### config.mk
export PLATFORM = sky130hd
export DESIGN_NAME = stop_lamp_overlay
export DESIGN_NICKNAME = d
export VERILOG_FILES = /design/src/rtl/stop_lamp_overlay.sv
export SDC_FILE = /design/constraint.sdc
export NUM_CORES = 1
export LEC_CHECK = 0
export ABC_AREA = 0
export BUFFER_PORTS_ARGS = -buffer_cell sky130_fd_sc_hd__buf_4
export CORE_MARGIN = 2
export CORE_UTILIZATION = 41
export DETAILED_ROUTE_END_ITERATION = 6
export PLACE_DENSITY = 0.8
export SLEW_MARGIN = 30
export SYNTH_ARGS = -nofsm -noshare
export SYNTH_HDL_FRONTEND = slang
export SYNTH_SLANG_ARGS = --single-unit
### constraint.sdc
create_clock -name clk -period 1.79 [get_ports clk]
set_input_delay 0.179 -clock clk [delete_from_list [all_inputs] [get_ports clk]]
set_output_delay 0.179 -clock clk [all_outputs]
set_load 0.05 [all_outputs]
### src/rtl/stop_lamp_overlay.sv
// STOP lamp overlay: maps the raster position onto glyph ROM coordinates and
// produces a two-stage pipelined lamp pixel gated by a frame-synchronised lamp FSM.
module stop_lamp_overlay #(
  parameter int unsigned X0           = 560,
  parameter int unsigned Y0           = 16,
  parameter int unsigned SCALE_SHIFT  = 0,
  parameter int unsigned BLINK_FRAMES = 30
) (
  input  logic       clk,
  input  logic       reset,
  input  logic [9:0] hcount,
  input  logic [9:0] vcount,
  input  logic       de_in,
  input  logic       frame_start,
  input  logic       stop_flag,
  input  logic       blink_en,
  output logic [3:0] glyph_x,
  output logic [3:0] glyph_y,
  input  logic       pixell,
  input  logic       pixelc,
  input  logic       pixelr,
  output logic       lamp_pixel,
  output logic       de_out
);

  localparam int unsigned CW = (BLINK_FRAMES > 1) ? $clog2(BLINK_FRAMES) : 1;
  localparam logic [CW-1:0] CNT_LAST = CW'(BLINK_FRAMES - 1);

  localparam logic [10:0] X_LO = 11'(X0);
  localparam logic [10:0] X_HI = 11'(X0 + (48 << SCALE_SHIFT));
  localparam logic [10:0] Y_LO = 11'(Y0);
  localparam logic [10:0] Y_HI = 11'(Y0 + (16 << SCALE_SHIFT));

  typedef enum logic [1:0] {
    OFF  = 2'd0,
    LIT  = 2'd1,
    DARK = 2'd2
  } lamp_state_t;

  lamp_state_t   state, state_d;
  logic [CW-1:0] blink_cnt, cnt_d;
  logic          lamp_lit;

  logic [9:0] dx, dy, col;
  logic [3:0] row;
  logic [1:0] seg_d, seg_q;
  logic       in_region;
  logic       reg1_valid, de1;
  logic       sel_bit;

  // Stage 0: explicit bounds keep dx/dy underflow from aliasing into the region.
  assign dx  = hcount - X_LO[9:0];
  assign dy  = vcount - Y_LO[9:0];
  assign col = dx >> SCALE_SHIFT;
  assign row = 4'(dy >> SCALE_SHIFT);

  assign in_region = de_in
                   & ({1'b0, hcount} >= X_LO) & ({1'b0, hcount} < X_HI)
                   & ({1'b0, vcount} >= Y_LO) & ({1'b0, vcount} < Y_HI);

  always_comb begin
    seg_d = 2'd2;
    if (col < 10'd16)      seg_d = 2'd0;
    else if (col < 10'd32) seg_d = 2'd1;
  end

  // Stage 1: ROM address and segment select.
  always_ff @(posedge clk) begin
    if (reset) begin
      glyph_x    <= '0;
      glyph_y    <= '0;
      seg_q      <= '0;
      reg1_valid <= 1'b0;
      de1        <= 1'b0;
    end else begin
      glyph_x    <= in_region ? col[3:0] : '0;
      glyph_y    <= in_region ? row      : '0;
      seg_q      <= in_region ? seg_d    : '0;
      reg1_valid <= in_region;
      de1        <= de_in;
    end
  end

  // Stage 2: pick the segment's ROM bit and gate it with the lamp state.
  always_comb begin
    sel_bit = 1'b0;
    case (seg_q)
      2'd0:    sel_bit = pixell;
      2'd1:    sel_bit = pixelc;
      2'd2:    sel_bit = pixelr;
      default: sel_bit = 1'b0;
    endcase
  end

  assign lamp_lit = (state == LIT);

  always_ff @(posedge clk) begin
    if (reset) begin
      lamp_pixel <= 1'b0;
      de_out     <= 1'b0;
    end else begin
      lamp_pixel <= reg1_valid & lamp_lit & sel_bit;
      de_out     <= de1;
    end
  end

  always_ff @(posedge clk) begin
    if (reset) begin
      state     <= OFF;
      blink_cnt <= '0;
    end else begin
      state     <= state_d;
      blink_cnt <= cnt_d;
    end
  end

  // Lamp state only advances on frame boundaries so a frame never tears.
  always_comb begin
    state_d = state;
    cnt_d   = blink_cnt;
    if (frame_start) begin
      case (state)
        OFF: begin
          if (stop_flag) begin
            state_d = LIT;
            cnt_d   = '0;
          end
        end
        LIT, DARK: begin
          if (!stop_flag) begin
            state_d = OFF;
            cnt_d   = '0;
          end else if (!blink_en) begin
            state_d = LIT;
            cnt_d   = '0;
          end else if (blink_cnt == CNT_LAST) begin
            cnt_d   = '0;
            state_d = (state == LIT) ? DARK : LIT;
          end else begin
            cnt_d   = blink_cnt + 1'b1;
          end
        end
        default: begin
          state_d = OFF;
          cnt_d   = '0;
        end
      endcase
    end
  end

endmodule

---- Yosys cells after proc, flatten, opt, wreduce, memory -nomap -nowiden ----
Index checks and enable logic that the tools add are counted.
word-level totals
  bits in registers ....................... 21
  input bits .............................. 29
operators by class
  add/sub/neg operators ................... 3
  magnitude comparators ................... 6
  eq/ne operators ......................... 7
  mux-type cells .......................... 13
  bitwise gates (word level) .............. 7
  reductions and logical operators ........ 7
operators with widths
  cell                                                                                   number
  10-bit by 6-bit < comparator with 1-bit output (second input constant)                 2
  5-bit 2-to-1 mux                                                                       4
  2-bit 2-to-1 mux                                                                       6
  10-bit greater-or-equal comparator (second input constant)                             1
  10-bit by 5-bit greater-or-equal comparator with 1-bit output (second input constant)  1
  10-bit < comparator (second input constant)                                            1
  10-bit by 5-bit < comparator with 1-bit output (second input constant)                 1
  5-bit case mux with 2 select lines                                                     1
  10-bit subtractor (second input constant)                                              1
  1-bit bitwise AND                                                                      6
  5-bit by 1-bit adder with 5-bit output (second input constant)                         1
  5-bit == test (second input constant)                                                  1
  2-bit by 1-bit == test with 1-bit output (second input constant)                       2
  2-bit == test (second input constant)                                                  2
  2-bit logical NOT                                                                      2
  4-bit inequality test (second input constant)                                          1
  2-bit case mux with 2 select lines                                                     1
  2-bit OR reduction                                                                     2
  4-bit by 1-bit subtractor with 4-bit output (second input constant)                    1
  1-bit case mux with 3 select lines                                                     1
  3-bit AND reduction                                                                    1
  3-bit OR reduction                                                                     1
  2-bit inequality test (second input constant)                                          1
  2-bit AND reduction                                                                    1
  1-bit NOT                                                                              1

---- Logic depth before layout (Yosys ltp) ----
Gate-level depths: netlist (run 1).
  depth in word-level cells ............... 7
  mapped depth ............................ 7
  gate-level depth less buffers ........... 6

---- Least setup slack after synthesis (run 1) ----
OpenSTA, ideal clock, no wires.
  path type ............................... flip-flop to flip-flop
  from .................................... reg state[0]
  to ...................................... reg state[0]
  setup time .............................. 70 ps
  arrival ................................. 1676 ps
  slack ................................... 44 ps
  stages on the path, launching flop included .. 8
  buffers on the path ..................... 1
  path through ............................ dfxtp_1 -> inv_1 -> ha_1 -> and3_1 -> nor2b_1 -> buf_6 -> or4_1 -> a21oi_1
between the ends
  cells in the longest elaborated chain, start to end .. 6
RTL lines
  what                                      line      text
  start, declared                           40        lamp_state_t state, state_d;
  start signal, assigned                    112       state <= state_d;
  2-bit by 1-bit == test with 1-bit output  122, 138
  2-bit 2-to-1 mux                          138       state_d = (state == LIT) ? DARK : LIT;
  2-bit 2-to-1 mux                          136       end else if (blink_cnt == CNT_LAST) begin
  2-bit 2-to-1 mux                          133       end else if (!blink_en) begin
  2-bit 2-to-1 mux                          130       if (!stop_flag) begin
  2-bit case mux with 2 select lines        122       case (state)
Parallel ways exist; a longest one is shown, timed or not. The select of a mux whose other input is x is not followed.
A chain may end at the register's enable or synchronous reset.

---- Final worst setup path (run 1) ----
  from .................................... reg state[1]
  to ...................................... reg state[0]
The elaborated chain is that of the path after synthesis.

==> results.cfg, run 1 <==
[clock_network]
cts_root_buf = clkbuf_4
cts.sinks = 21
worstSkewPairLatency_ns = 0.29
path_clk_slew_ns = 0.11
hold_buffers = 0
cts_buffer_depth = 2
cts_tree = yes
cts_buffers = 3
h-tree-depth = 1

[finish]
drive_gt1_share_pct = 35.0
final_cell_area_sq_mm = 0.00130
final_util_pct = 60.0
final_common_cell = buf_4
areaGrowthSynthToFinish_pct = 40.5
layoutNonFillerInstCount = 171
insertedDiodeCount = 0
nets = 179
final_cell_mix = 41 x buf_4, 19 x dfxtp_1, 10 x nand2_1

[setup_path]
cp-end-kind = flop
crit_start = state[1]
slowest_delay_ns = 0.52
crit_path_max_fanout = 5
critPathLaunchType = flop
path_delay_family = simple AND/OR/NAND/NOR gates
worst-setup-path-type = flop to flop
critPathRequiredTime_ns = 2.02
slowest_stage = or4_1
cp_data_arrival_time_ns = 1.91
rr_startpoint = state[1]
cp.buffers_inverters = 1
crit_chain = inv_2, ha_4, and3_4, nor2b_4, or4_1, a21oi_1

[yosys]
synth_ff_type = dfxtp_1
ys_async_sr_fraction_pct = 0
ys_warn_count = 0
synth_cells = 101
synth_area_per_cell_sq_um = 9.17
ys_ff_latch = 21
seq_area_frac_synth_pct = 45.4
synth.distinct_cells = 28
synth-edff-count = 0
synth_area_sq_um = 926
syn-num-nets = 136

[drt]
drt_iter0_markers = 5
wl_microns = 2150
drtAntennaViolNets = 0
first_pass_iters = 4
via_per_inst = 5.09
drcViolationCount = 0
via_count = 871
wl_per_cell_microns = 12.6

[placed_design]
dpl-instance-area_sq_mm = 0.00124
place.gp.congestion = 0.835
io_buffers = 38
post-place-cells = 166

[sta]
finalSetupViolCount = 0
slew_violations = 0
clock_skew_ns = 0.000764
rsz0062_at_grt = false
min_period_over_period_pct = 94.1
final.setup.tns_ns = 0
max_freq_ghz = 0.594
slew-limit-headroom_pct = 80.5
hold_viol = 0
worst_slew_pin_slew_ns = 0.291
finalCriticalPeriod_ns = 1.68
fin_hold_ws_ns = 0.0820

[run_status]
status = completed

[power_and_ir_drop]
powerDensity_mw_per_mm2 = 617
p_leak_uw = 0.000567
peakVddDrop_uv = 371

[global_routing]
grtUsageTotal_pct = 17.3
grt.overflow.total = 0
grt_pass1_vias = 908
grt_max_degree = 12
grt_pass1_wl_microns = 3530
antenna_found_initial = 0

[floorplan]
ios = 39
die_area_sq_mm = 0.00265
dieWidth_microns = 51.5
rows = 17
start_util_pct = 42.7
die_h_microns = 51.5
core-area_sq_mm = 0.00217

[min_path]
hold_path_startpoint = vcount[0]
hp-class = input pin to flop

[run]
max-cap-violations = 0
where the power goes:
group	switching (uW)	internal, uW
Combinational	46.3	66.7
Clock	129	86.5
Sequential	2.74	472
Total	178	625
metal layers:
| layer | global-route usage, % | vias to the layer above | routed length (microns) |
|---|---|---|---|
| met5 | 0 | - | 0 |
| met2 | 34.0 | 28 | 1220 |
| met1 | 17.9 | 405 | 777 |
| li1 | - | 434 | - |
| met3 | 4.89 | 4 | 121 |
| met4 | 3.95 | 0 | 33 |
through the flow:
| step | power, uW | setup WS (ns) |
|---|---|---|
| 3_5_place_dp | 588 | 0.0278 |
| 4_1_cts | 810 | 0.0198 |
| 3_3_place_gp | 583 | 0.106 |
| 6_report | 804 | 0.105 |
| 5_1_grt | 852 | 0.0403 |
| 2_1_floorplan | 525 | 0.0442 |
flip-flops by register name, summed over array words and instances (netlist names), 2 cells and up:
register	count
blink_cnt	5
glyph_x	4
glyph_y	4
seg_q	2
state	2
cells by family after synthesis:
kind of cell	share of synthesized area, %
adder cells (fa/ha/maj)	8.11
flip-flops	45.4
AND/OR/NAND/NOR	30.3
AO/OA/AOI/OAI	10.4
buffers and inverters	4.73
multiplexers	1.08
cell type report:
class                   count  area [sq um]
multi-input cells          71           487
inverters                   6          22.5
clock buffers               4          26.3
repair buffers             41           308
fillers                   214           868
well taps                  28          35.0
flip-flops and latches     21           423
worst reg2reg max path: cells and delay by family (launching register included):
kind	cells	cell delay (ns)
AO/OA/AOI/OAI	1	0.15
AND/OR/NAND/NOR	3	0.82
buffers and inverters	1	0.06
adder cells (fa/ha/maj)	1	0.23
flip-flops	1	0.36
cells in the mapped netlist (2+ instances only):
cell,number,area share (%)
a21oi_1,4,2.2
a31oi_1,6,4.1
and2_1,8,5.4
buf_2,2,1.1
dfxtp_1,21,45
ha_1,6,8.1
inv_1,6,2.4
nand2_1,10,4.1
nand3_1,6,3.2
nand3b_1,2,1.6
nor2_1,2,0.81
nor2b_1,7,4.7
nor3_1,2,1.1
nor3b_1,3,2.4
o21ai_0,3,1.6
worst paths after layout:
path / end / slack [ns] / cells past startpoint
worst max-delay path: state[0] / 0.11 / 6
worst min register to register: lamp_pixel / 0.43 / 2
worst min-delay path: glyph_y[0] / 0.08 / 2
worst max register to register: state[0] / 0.11 / 6
what timing repair did:
item | in CTS | in global routing
setup buffers | 0 | 1
gates resized for setup | 1 | 6
endpoints found under the setup margin | 1 | 2
pin swaps | 0 | 3
cloned | 0 | 0
Note: power is estimated with default switching activity, not from simulation.
==> inputs of run 2 (changes only) <==
--- a/config.mk
+++ b/config.mk
@@ -7,6 +7,7 @@
 export LEC_CHECK = 0
 export ABC_AREA = 0
 export BUFFER_PORTS_ARGS = -buffer_cell sky130_fd_sc_hd__buf_4
+export CAP_MARGIN = 20
 export CORE_MARGIN = 2
 export CORE_UTILIZATION = 41
 export DETAILED_ROUTE_END_ITERATION = 6
==> constraint.sdc (replaced) <==
create_clock -name clk -period 1.4 [get_ports clk]
set_input_delay 0.14 -clock clk [delete_from_list [all_inputs] [get_ports clk]]
set_output_delay 0.14 -clock clk [all_outputs]
set_load 0.05 [all_outputs]
==> results.cfg, run 2 (synthesis gave the netlist of run 1 again) <==
[min_path]
whs_path_depth = 2
holdPathEnd = de1
hp-class = input pin to flop
hold_path_startpoint = reset

[floorplan]
start_util_pct = 42.7
core-area_sq_mm = 0.00217
ios = 39
die_area_sq_mm = 0.00265
die_h_microns = 51.5
dieWidth_microns = 51.5
rows = 17

[global_routing]
grt_pass1_vias = 887
grtUsageTotal_pct = 17.0
grt_max_degree = 13
grt_pass1_wl_microns = 3420
grt.overflow.total = 0
antenna_found_initial = 0

[drt]
drtAntennaViolNets = 0
via_count = 894
first_pass_iters = 4
via_per_inst = 4.91
wl_per_cell_microns = 11.3
drt_iter0_markers = 9
wl_microns = 2060
drcViolationCount = 0

[sta]
rsz0062_at_grt = true
min_period_over_period_pct = 111
fin_ws_ns = -0.152
worst_slew_pin_slew_ns = 0.294
fin_hold_ws_ns = 0.0256
hold_viol = 0
slew_violations = 0
final.setup.tns_ns = -0.438
clock_skew_ns = 0.00715
slew-limit-headroom_pct = 80.1
finalSetupViolCount = 7
max_freq_ghz = 0.644
finalCriticalPeriod_ns = 1.55

[clock_network]
cts_root_buf = clkbuf_4
hold_buffers = 0
h-tree-depth = 1
worstSkewPairLatency_ns = 0.29
cts_tree = yes
cts_buffers = 3
cts_setup_buffers = 0
cts_buffer_depth = 2
path_clk_slew_ns = 0.11
cts.sinks = 21

[setup_path]
critPathLaunchType = flop
cp-end-kind = flop
slowest_delay_ns = 0.48
critPathRequiredTime_ns = 1.63
path_delay_family = simple AND/OR/NAND/NOR gates
rr_startpoint = state[1]
cp_data_arrival_time_ns = 1.78
cp.buffers_inverters = 1
worst-setup-path-type = flop to flop
slowest_stage = or4_4
r2r_end = state[0]
reg2regPathDepth = 6
crit_path_max_fanout = 4
crit_chain = inv_2, ha_4, and3_4, nor2b_4, or4_4, a21oi_2
r2r_slack_ns = -0.15

[finish]
insertedDiodeCount = 0
largest_reg_flops = 5
layoutNonFillerInstCount = 182
drive_gt1_share_pct = 43.5
nets = 190
reg.largest.list = blink_cnt: 5 flops, glyph_x: 4 flops, glyph_y: 4 flops
areaGrowthSynthToFinish_pct = 51.2
final_cell_mix = 52 x buf_4, 19 x dfxtp_1, 10 x nand2_1
final_common_cell = buf_4
regMostFlops = blink_cnt

[power_and_ir_drop]
power_frac_seq_pct = 58.1
internal_power_uw = 805
powerDensity_mw_per_mm2 = 744
p_leak_uw = 0.000628
pwr-share-comb_pct = 15.1
peakVddDrop_uv = 614
clock_power_share_pct = 26.7
swShare_pct = 22.7
switching_power_uw = 237

[placed_design]
place.gp.congestion = 0.845
hpwl_microns = 1670
post-place-cells = 178
io_buffers = 38

[run]
max-cap-violations = 0

[run_status]
status = finished, violations left
violations = negative setup slack
## run 2: layout make-up
class,count,area (sq um)
sequential,21,423
fill,199,769
timing repair buffer,52,390
multi-input combinational,71,502
clock buffer,3,22.5
tap,28,35.0
inverter,6,22.5
clock inverter,1,5.00
## run 2: worst max path at each step
stage	from	end	slack [ns]	depth (start not counted)
floorplan	state[1]	state[0]	-0.23	7
global placement	state[1]	state[0]	-0.12	6
detailed placement	state[1]	state[0]	-0.14	6
CTS	state[1]	state[0]	-0.16	6
global route	state[1]	state[0]	-0.19	6
finish	state[1]	state[0]	-0.15	6
## run 2: timing repair
action	4_1_cts	5_1_grt
resized for setup	0	4
gates cloned	0	0
pin swaps	1	0
endpoints found under the setup margin	7	7
## run 2: power groups by stage
stage | registers, uW | logic [uW] | clock network (uW)
CTS | 606 | 154 | 288
global placement | 619 | 148 | 0
finish | 606 | 158 | 279
global route | 607 | 174 | 317
floorplan | 624 | 52.5 | 0
detailed placement | 620 | 153 | 0
## run 2: layer usage
layer / share of wire (%) / track usage [%] / wire length, microns / vias to the layer above
met5: 0 / 0 / 0 / -
met4: 0.78 / 6.58 / 16 / 0
met3: 5.5 / 3.45 / 113 / 2
met2: 50 / 32.7 / 1030 / 32
met1: 43 / 17.9 / 894 / 405
li1: - / - / - / 455
## run 2: metrics by stage
step	setup WS, ns	utilization, %	power, uW	cell area, sq um
finish	-0.152	64.5	1040	1400
global route	-0.195	64.5	1100	1400
CTS	-0.161	63.8	1050	1390
detailed placement	-0.145	62.6	772	1360
global placement	-0.116	62.6	767	1360
floorplan	-0.228	-	677	953
